--- src/rtl/dmem_lsu_pkg.sv ---
// Shared definitions for the data-memory load/store unit: op encodings,
// FSM state encoding and the illegal-op decode.
// Imported by dmem_align and dmem_lsu.
package dmem_lsu_pkg;

   // Request op encodings (stores look at the size field [1:0] only)
   localparam logic [2:0] OP_B  = 3'b000;
   localparam logic [2:0] OP_H  = 3'b001;
   localparam logic [2:0] OP_W  = 3'b010;
   localparam logic [2:0] OP_BU = 3'b100;
   localparam logic [2:0] OP_HU = 3'b101;

   // Size field op[1:0]
   localparam logic [1:0] SZ_B = 2'b00;
   localparam logic [1:0] SZ_H = 2'b01;
   localparam logic [1:0] SZ_W = 2'b10;

   typedef enum logic [2:0] {
      ST_IDLE = 3'd0,
      ST_RD   = 3'd1,
      ST_RDW  = 3'd2,
      ST_WR   = 3'd3,
      ST_RSP  = 3'd4
   } state_e;

   // 011, 110 and 111 have no meaning for loads or stores
   function automatic logic op_illegal(input logic [2:0] op);
      return (op == 3'b011) || (op[2:1] == 2'b11);
   endfunction

endpackage

--- src/rtl/barrelsft32.sv ---
// Purpose: 32-bit combinational barrel shifter, left / logical right / arithmetic right.
// Latency: 0 cycles (pure combinational).
// Backpressure: none; no handshake.
// Ports: i_din data, i_shamt shift amount, i_left 1=shift left,
//        i_arith 1=sign fill on right shift, o_dout result.
module barrelsft32 (
   input  logic [31:0] i_din,
   input  logic [4:0]  i_shamt,
   input  logic        i_left,
   input  logic        i_arith,
   output logic [31:0] o_dout
);

   logic        w_fill;
   logic [31:0] w_s0, w_s1, w_s2, w_s3, w_s4, w_s5;

   // A left shift is a right shift of the bit-reversed word, so one
   // right-shifting log ladder serves both directions.
   always_comb begin
      w_fill = i_arith & ~i_left & i_din[31];
      for (int i = 0; i < 32; i++) begin
         w_s0[i] = i_left ? i_din[31-i] : i_din[i];
      end
      w_s1 = i_shamt[0] ? {w_fill,        w_s0[31:1]}  : w_s0;
      w_s2 = i_shamt[1] ? {{2{w_fill}},   w_s1[31:2]}  : w_s1;
      w_s3 = i_shamt[2] ? {{4{w_fill}},   w_s2[31:4]}  : w_s2;
      w_s4 = i_shamt[3] ? {{8{w_fill}},   w_s3[31:8]}  : w_s3;
      w_s5 = i_shamt[4] ? {{16{w_fill}},  w_s4[31:16]} : w_s4;
      for (int i = 0; i < 32; i++) begin
         o_dout[i] = i_left ? w_s5[31-i] : w_s5[i];
      end
   end

endmodule

--- src/rtl/dmem_align.sv ---
// Purpose: load-data alignment/extension and sub-word store merge.
// Latency: 0 cycles (pure combinational).
// Backpressure: none; no handshake.
// Ports: i_rdata RAM word, i_wdata LSB-aligned store data, i_off byte offset,
//        i_op request op, o_load_data extended load result, o_merged RMW word.
module dmem_align
   import dmem_lsu_pkg::*;
(
   input  logic [31:0] i_rdata,
   input  logic [31:0] i_wdata,
   input  logic [1:0]  i_off,
   input  logic [2:0]  i_op,
   output logic [31:0] o_load_data,
   output logic [31:0] o_merged
);

   logic        w_half;
   logic [1:0]  w_lsh_lanes;
   logic [4:0]  w_rsh;
   logic [4:0]  w_off_sh;
   logic [31:0] w_ld_l, w_ld_r, w_wd_sh, w_mask_base, w_mask;

   assign w_half      = (i_op[1:0] == SZ_H);
   // Push the wanted lane(s) to the top, then shift back down with the
   // chosen fill: left by 4-off-size lanes, right by 4-size lanes.
   assign w_lsh_lanes = w_half ? (2'd2 - i_off) : (2'd3 - i_off);
   assign w_rsh       = w_half ? 5'd16 : 5'd24;
   assign w_off_sh    = {i_off, 3'b000};
   assign w_mask_base = w_half ? 32'h0000_FFFF : 32'h0000_00FF;

   barrelsft32 u_ld_left (
      .i_din(i_rdata), .i_shamt({w_lsh_lanes, 3'b000}),
      .i_left(1'b1), .i_arith(1'b0), .o_dout(w_ld_l)
   );

   barrelsft32 u_ld_right (
      .i_din(w_ld_l), .i_shamt(w_rsh),
      .i_left(1'b0), .i_arith(~i_op[2]), .o_dout(w_ld_r)
   );

   barrelsft32 u_wd_left (
      .i_din(i_wdata), .i_shamt(w_off_sh),
      .i_left(1'b1), .i_arith(1'b0), .o_dout(w_wd_sh)
   );

   barrelsft32 u_mask_left (
      .i_din(w_mask_base), .i_shamt(w_off_sh),
      .i_left(1'b1), .i_arith(1'b0), .o_dout(w_mask)
   );

   assign o_load_data = (i_op[1:0] == SZ_W) ? i_rdata : w_ld_r;
   assign o_merged    = (i_rdata & ~w_mask) | (w_wd_sh & w_mask);

endmodule

--- src/rtl/dmem_lsu.sv ---
// Purpose: byte/half/word load-store unit in front of a word-wide synchronous RAM.
// Latency: accept edge to rsp_valid: error 1, SW 2, load 3, SB/SH 4 cycles.
// Backpressure: one request in flight; req_ready only in IDLE, rsp held until rsp_ready.
// Ports: req_* request (valid/ready), rsp_* response (valid/ready),
//        mem_* synchronous RAM port (read data valid the cycle after mem_re).
module dmem_lsu
   import dmem_lsu_pkg::*;
#(
   parameter int AW = 10
) (
   input  logic          clk,
   input  logic          rst_n,
   input  logic          req_valid,
   output logic          req_ready,
   input  logic          req_we,
   input  logic [2:0]    req_op,
   input  logic [31:0]   req_addr,
   input  logic [31:0]   req_wdata,
   output logic          rsp_valid,
   input  logic          rsp_ready,
   output logic [31:0]   rsp_rdata,
   output logic          rsp_err,
   output logic [AW-1:0] mem_addr,
   output logic          mem_re,
   output logic          mem_we,
   output logic [31:0]   mem_wdata,
   input  logic [31:0]   mem_rdata
);

   state_e        r_state, w_state_nxt;
   logic [AW+1:0] r_addr;
   logic [2:0]    r_op;
   logic          r_we;
   logic [31:0]   r_wdata, r_merge, r_rdata;
   logic          r_err;

   logic          w_misalign, w_range, w_req_err, w_req_sw;
   logic [31:0]   w_load_data, w_merged;

   assign w_misalign = ((req_op[1:0] == SZ_H) && req_addr[0]) ||
                       ((req_op[1:0] == SZ_W) && (req_addr[1:0] != 2'b00));
   assign w_range    = |req_addr[31:AW+2];
   assign w_req_err  = w_misalign | w_range | op_illegal(req_op);
   assign w_req_sw   = req_we && (req_op[1:0] == SZ_W);

   dmem_align u_align (
      .i_rdata     (mem_rdata),
      .i_wdata     (r_wdata),
      .i_off       (r_addr[1:0]),
      .i_op        (r_op),
      .o_load_data (w_load_data),
      .o_merged    (w_merged)
   );

   // RAM strobes come from state only, so a reset mid-RMW kills mem_we at once.
   always_comb begin
      w_state_nxt = r_state;
      req_ready   = 1'b0;
      rsp_valid   = 1'b0;
      mem_re      = 1'b0;
      mem_we      = 1'b0;
      mem_wdata   = 32'h0;
      case (r_state)
         ST_IDLE: begin
            req_ready = 1'b1;
            if (req_valid) begin
               if (w_req_err)     w_state_nxt = ST_RSP;
               else if (w_req_sw) w_state_nxt = ST_WR;
               else               w_state_nxt = ST_RD;
            end
         end
         ST_RD: begin
            mem_re      = 1'b1;
            w_state_nxt = ST_RDW;
         end
         ST_RDW: begin
            w_state_nxt = r_we ? ST_WR : ST_RSP;
         end
         ST_WR: begin
            mem_we      = 1'b1;
            mem_wdata   = (r_op[1:0] == SZ_W) ? r_wdata : r_merge;
            w_state_nxt = ST_RSP;
         end
         ST_RSP: begin
            rsp_valid = 1'b1;
            if (rsp_ready) w_state_nxt = ST_IDLE;
         end
         default: w_state_nxt = ST_IDLE;
      endcase
   end

   assign mem_addr  = r_addr[AW+1:2];
   assign rsp_rdata = r_rdata;
   assign rsp_err   = r_err;

   always_ff @(posedge clk or negedge rst_n) begin
      if (!rst_n) begin
         r_state <= ST_IDLE;
         r_addr  <= '0;
         r_op    <= 3'b000;
         r_we    <= 1'b0;
         r_wdata <= 32'h0;
         r_merge <= 32'h0;
         r_rdata <= 32'h0;
         r_err   <= 1'b0;
      end else begin
         r_state <= w_state_nxt;
         case (r_state)
            ST_IDLE: begin
               if (req_valid) begin
                  r_addr  <= req_addr[AW+1:0];
                  r_op    <= req_op;
                  r_we    <= req_we;
                  r_wdata <= req_wdata;
                  r_err   <= w_req_err;
                  r_rdata <= 32'h0;
               end
            end
            ST_RDW: begin
               if (r_we) r_merge <= w_merged;
               else      r_rdata <= w_load_data;
            end
            default: ;
         endcase
      end
   end

endmodule

--- config.mk ---
export PLATFORM = sky130hd
export DESIGN_NAME = dmem_lsu
export DESIGN_NICKNAME = d
export VERILOG_FILES = /design/src/rtl/dmem_lsu_pkg.sv /design/src/rtl/barrelsft32.sv /design/src/rtl/dmem_align.sv /design/src/rtl/dmem_lsu.sv
export SDC_FILE = /design/constraint.sdc
export NUM_CORES = 1
export LEC_CHECK = 0
export ABC_AREA = 1
export CELL_PAD_IN_SITES_DETAIL_PLACEMENT = 0
export CELL_PAD_IN_SITES_GLOBAL_PLACEMENT = 2
export CORE_UTILIZATION = 26
export CTS_CLUSTER_SIZE = 40
export DETAILED_ROUTE_END_ITERATION = 7
export GPL_TIMING_DRIVEN = 1
export PLACE_DENSITY_LB_ADDON = 0.25
export SYNTH_ARGS = -nofsm -noshare
export SYNTH_HDL_FRONTEND = slang
export SYNTH_SLANG_ARGS = --single-unit
--- constraint.sdc ---
create_clock -name clk -period 2.6 [get_ports clk]
set_input_delay 0.52 -clock clk [delete_from_list [all_inputs] [get_ports clk]]
set_output_delay 0.52 -clock clk [all_outputs]
set_load 0.1 [all_outputs]
* After elaboration in Yosys (flattened, before gate mapping)
Index checks and enable logic that the tools add are counted.
Storage, ports and cells: flip-flop bits (word level) 116, input bits 104, logic and storage cells 74
Operators by class: add/sub/neg operators 2, eq/ne operators 13, bitwise logic cells 8, multiplexer cells 30, reductions and logical operators 13
Operator list (number):
- 32-bit 2-to-1 mux | 16
- 32-bit AND | 2
- 32-bit one-hot mux with 2 select lines | 1
- 32-bit NOT | 1
- 32-bit OR | 1
- 20-bit OR reduction | 1
- 16-bit 2-to-1 mux | 1
- 3-bit one-hot mux with 5 select lines | 1
- 3-bit 2-to-1 mux | 4
- 3-bit by 2-bit equality test with 1-bit output (second input constant) | 3
- 2-bit equality test (second input constant) | 3
- 2-bit inequality test (second input constant) | 3
- 2-bit AND reduction | 3
- 2-bit by 1-bit equality test with 1-bit output (second input constant) | 2
- 1-bit 2-to-1 mux | 4
- 2-bit 2-to-1 mux | 2
- 4-bit 2-to-1 mux | 1
- 2-bit nonzero test | 2
- 2-bit subtractor (first input constant) | 2
- 3-bit by 1-bit equality test with 1-bit output (second input constant) | 1
- 3-bit equality test (second input constant) | 1
- 1-bit logical AND | 3
- 3-bit logical NOT | 1
- 3-bit AND reduction | 1
- 4 further kinds | 6

* Depth between registers and ports, before layout
depth in word-level cells 13, depth in mapped cells 15

* Hierarchy
A second synthesis with hierarchy kept.
Second synthesis, totals: cell total of the unflattened synthesis 3097, area, all modules 17115.2 um2
By module, submodules not included:
- barrelsft32 | cells an instance 559, area an instance 2727.6 um2, sequential area each 0.0 um2, times used 4
- dmem_lsu | cells an instance 679, area an instance 5280.1 um2, sequential area each 2902.8 um2, times used 1
- dmem_align | cells an instance 182, area an instance 924.6 um2, sequential area each 0.0 um2, times used 1

* Least setup slack after synthesis
No wires, ideal clock.
path kind register to output, start point register r_state[1], end point output mem_wdata[15], arrival 2.948 ns, required time 2.080 ns, slack -0.868 ns, stages on the path, launching flop included 6, path through dfrtp_1 -> inv_2 -> nor3_2 -> buf_2 -> o21ai_0 -> a21oi_1
On the way: cells in the longest elaborated chain, start to end 2
RTL lines:
- from (decl) | RTL line dmem_lsu.sv:30 | state_e r_state, w_state_nxt;
- from (signal assigned) | RTL line dmem_lsu.sv:107 | r_state <= w_state_nxt;
- 3-bit by 2-bit equality test with 1-bit output | RTL line dmem_lsu.sv:63 | case (r_state)
- 32-bit 2-to-1 mux | RTL line dmem_lsu.sv:63
- to (decl) | RTL line dmem_lsu.sv:26 | output logic [31:0] mem_wdata,
No other way between the ends.

* Worst setup path in the final report
start point register r_op[0], end point output mem_wdata[10]
On the way: cells in the longest elaborated chain, start to end 3
RTL lines:
- from (decl) | RTL line dmem_lsu.sv:32 | logic [2:0] r_op;
- from (signal assigned) | RTL line dmem_lsu.sv:112 | r_op <= req_op;
- 2-bit equality test | RTL line dmem_lsu.sv:81 | mem_wdata = (r_op[1:0] == SZ_W) ? r_wdata : r_merge;
- 32-bit 2-to-1 mux | RTL line dmem_lsu.sv:81
- 32-bit 2-to-1 mux | RTL line dmem_lsu.sv:63
No other way between the ends.

==> flow_summary.ini <==
[route]
vias = 6805
routedWlPerCell_um = 17.09
avgViaCountPerCell = 4.561
topRoutingLayerUsed = met4
drtIter0Drc = 453
ant_nets = 0
wl_met1_um = 12240
drc = 0
drt-pass1-iter-count = 4
met2_length_um = 11270
routed-wl-met3_um = 1568
drt_wl_total_um = 25500

[logic_synthesis]
yosysTopAreaCell = dfrtp_1
netlist_instances = 975
synth-seq-area-share = 0.4323
ys_top_cells_by_area = dfrtp_1 43%, nand2_1 23%, o21ai_0 6.3%, inv_1 4.5%, o211ai_1 4.1%
netlist.area_leader.share = 0.4323
syn_area_per_cell_sq_um = 6.887
synth_area_sq_um = 6715
synth-seq-cells = 116
ys_warn_count = 0
yosysUniqueCellTypes = 30
syn_nets = 1082

[setup_path]
crit_type = flip-flop to primary output
path_max_fanout = 37
crit_arrival_ns = 2.02
cp.required_ns = 2.08
cp-start-kind = flip-flop
cp-end-kind = primary output

[finish]
antenna_cells = 0
layout.nets = 1257
layout_commonest_cell = nand2_1
area_delta_synth_final_pct = 48.69
nFillCells = 2741
final_cell_mix = 411 x nand2_1, 115 x dfrtp_1, 102 x clkdlybuf4s50_1
drive_above_1_share = 0.1756
stdcell_area_sq_um = 9985

[die]
rows = 58
initial_core_util = 0.2659
dieArea_sq_um = 26470
die_w_um = 162.7
ios = 183
core_area_sq_um = 25250
dieHeight_um = 162.7

[clock_tree]
clock_path_buffers = 2
htree_levels = 4
numCtsBuffers = 17
clk_latency_ns = 0.42
cts-root-buf = clkbuf_16
cts_tree = done
cts_num_sinks = 116
clk_pin_slew_worst_paths_ns = 0.06

[sta]
drv_slew = 0
fin_tns_setup_ns = 0
layout_min_cycle_time_ns = 2.538
hold_violations = 0
fmax_mhz = 394.0
slew_headroom = 0.5559
fin_skew_ns = 0.01254
post-route-worst-setup-slack_ns = 0.06219
setup_violations = 0
period_share = 0.9761
grt_setup_unrepaired = true
whs_ns = 0.4317
worst_pin_slew_ns = 0.6654

[placed_design]
hpwl_um = 19060
gp_congestion = 0.8398
place_ws_ns = 0.3706
post_dp_cell_area_sq_um = 9369
port_buffers = 182

[global_routing]
grt_pass1_wl_um = 39950
grt_max_degree = 73
antenna_found_initial = 0
grt.total_usage = 0.2019
gr-total-overflow = 0
first_global_vias = 6802

[worst_hold_path]
hp-class = input port to async pin

[run_status]
status = completed

[power]
leakagePower_nw = 4.896
irDropWorstVdd_v = 0.0007610
power_density_nw_per_um2 = 1010

[job]
maxCapViolations = 0
## power by group
part / internal, mW / total, mW / switching [mW]
registers: 2.20 / 2.54 / 0.340
clock network: 1.42 / 2.30 / 0.881
logic: 1.54 / 5.25 / 3.71
## worst paths after layout
path / start / endpoint / slack [ns] / depth (start not counted)
min reg2reg: r_merge[10] / r_merge[10] / 0.48 / 2
min: rst_n / r_wdata[16] / 0.43 / 2
max in group asynchronous: rst_n / rsp_rdata[3] / 1.42 / 3
max reg2reg: r_op[1] / rsp_rdata[3] / 0.41 / 12
min in group clk: r_merge[10] / r_merge[10] / 0.48 / 2
max: r_op[0] / mem_wdata[10] / 0.06 / 5
## worst max-delay path, cell delays in order, from the launching register on
cell and delay [ns]:
dfrtp_1 0.44, nor2_2 0.18, clkbuf_8 0.33, o21ai_0 0.21, a21oi_2 0.21, buf_12 0.20
## sequential cells by signal, indices dropped and copies added, names as in the netlist
| register | cells |
|---|---|
| rsp_rdata | 32 |
| r_wdata | 32 |
| rsp_err | 1 |
| r_op | 3 |
| r_state | 3 |
| r_we | 1 |
| r_addr | 12 |
| r_merge | 32 |
## logic make-up (layout without fill, tap and decap cells)
| kind of cell | Yosys count | in the layout | share of synthesized area |
|---|---|---|---|
| AND/OR/NAND/NOR | 525 | 525 | 0.3151 |
| AO/OA/AOI/OAI | 179 | 179 | 0.1487 |
| buffers and inverters | 151 | 338 | 0.09689 |
| flip-flops | 116 | 116 | 0.4323 |
| adder cells (fa/ha/maj) | 3 | 3 | 0.005590 |
| multiplexers | 1 | 1 | 0.001491 |
## cell usage after synthesis
master	instances
clkbuf_1	22
buf_2	22
dfrtp_1	116
nor2_4	1
a21oi_1	49
nand2_4	1
mux2i_1	1
nand2_1	411
nor3_2	1
nor2_1	41
nand4_1	1
nand3_2	1
or2_0	1
buf_1	5
o211ai_1	37
ha_1	3
nand3_1	49
nand2_2	5
buf_4	13
o22ai_1	8
or2_2	8
buf_6	1
nor3_4	1
clkinv_1	1
nor3_1	3
inv_2	6
nor2_2	1
inv_1	81
o21ai_1	1
o21ai_0	84
## metrics by stage
step                power, mW  utilization  std cells
floorplan               6.302            -        975
global placement        7.813       0.3710       1459
detailed placement      7.828       0.3710       1459
CTS                     10.19       0.3941       1491
global route            10.84       0.3954       1492
finish                  10.09       0.3954       1492
## cell type report
type,instances,area (sq um),area share
Multi-Input combinational cell,708,3391,0.3396
Sequential cell,116,2904,0.2909
Timing Repair Buffer,219,2384,0.2387
Clock buffer,21,450.4,0.04511
Tap cell,330,412.9,0.04135
Inverter,88,334.1,0.03346
Clock inverter,10,108.9,0.01090
## per-layer routing
layer	vias to the layer above	track usage
met3	28	0.04507
li1	3445	-
met1	3119	0.2858
met2	213	0.3062
met4	0	0.05650
met5	-	0
## timing repair
item,4_1_cts,5_1_grt
resized for setup,4,4
buffers inserted,0,1
setup endpoints to repair,10,16
endpoints found under the hold margin,1,0
hold buffers,1,0
Note: power is estimated with default switching activity, not from simulation.
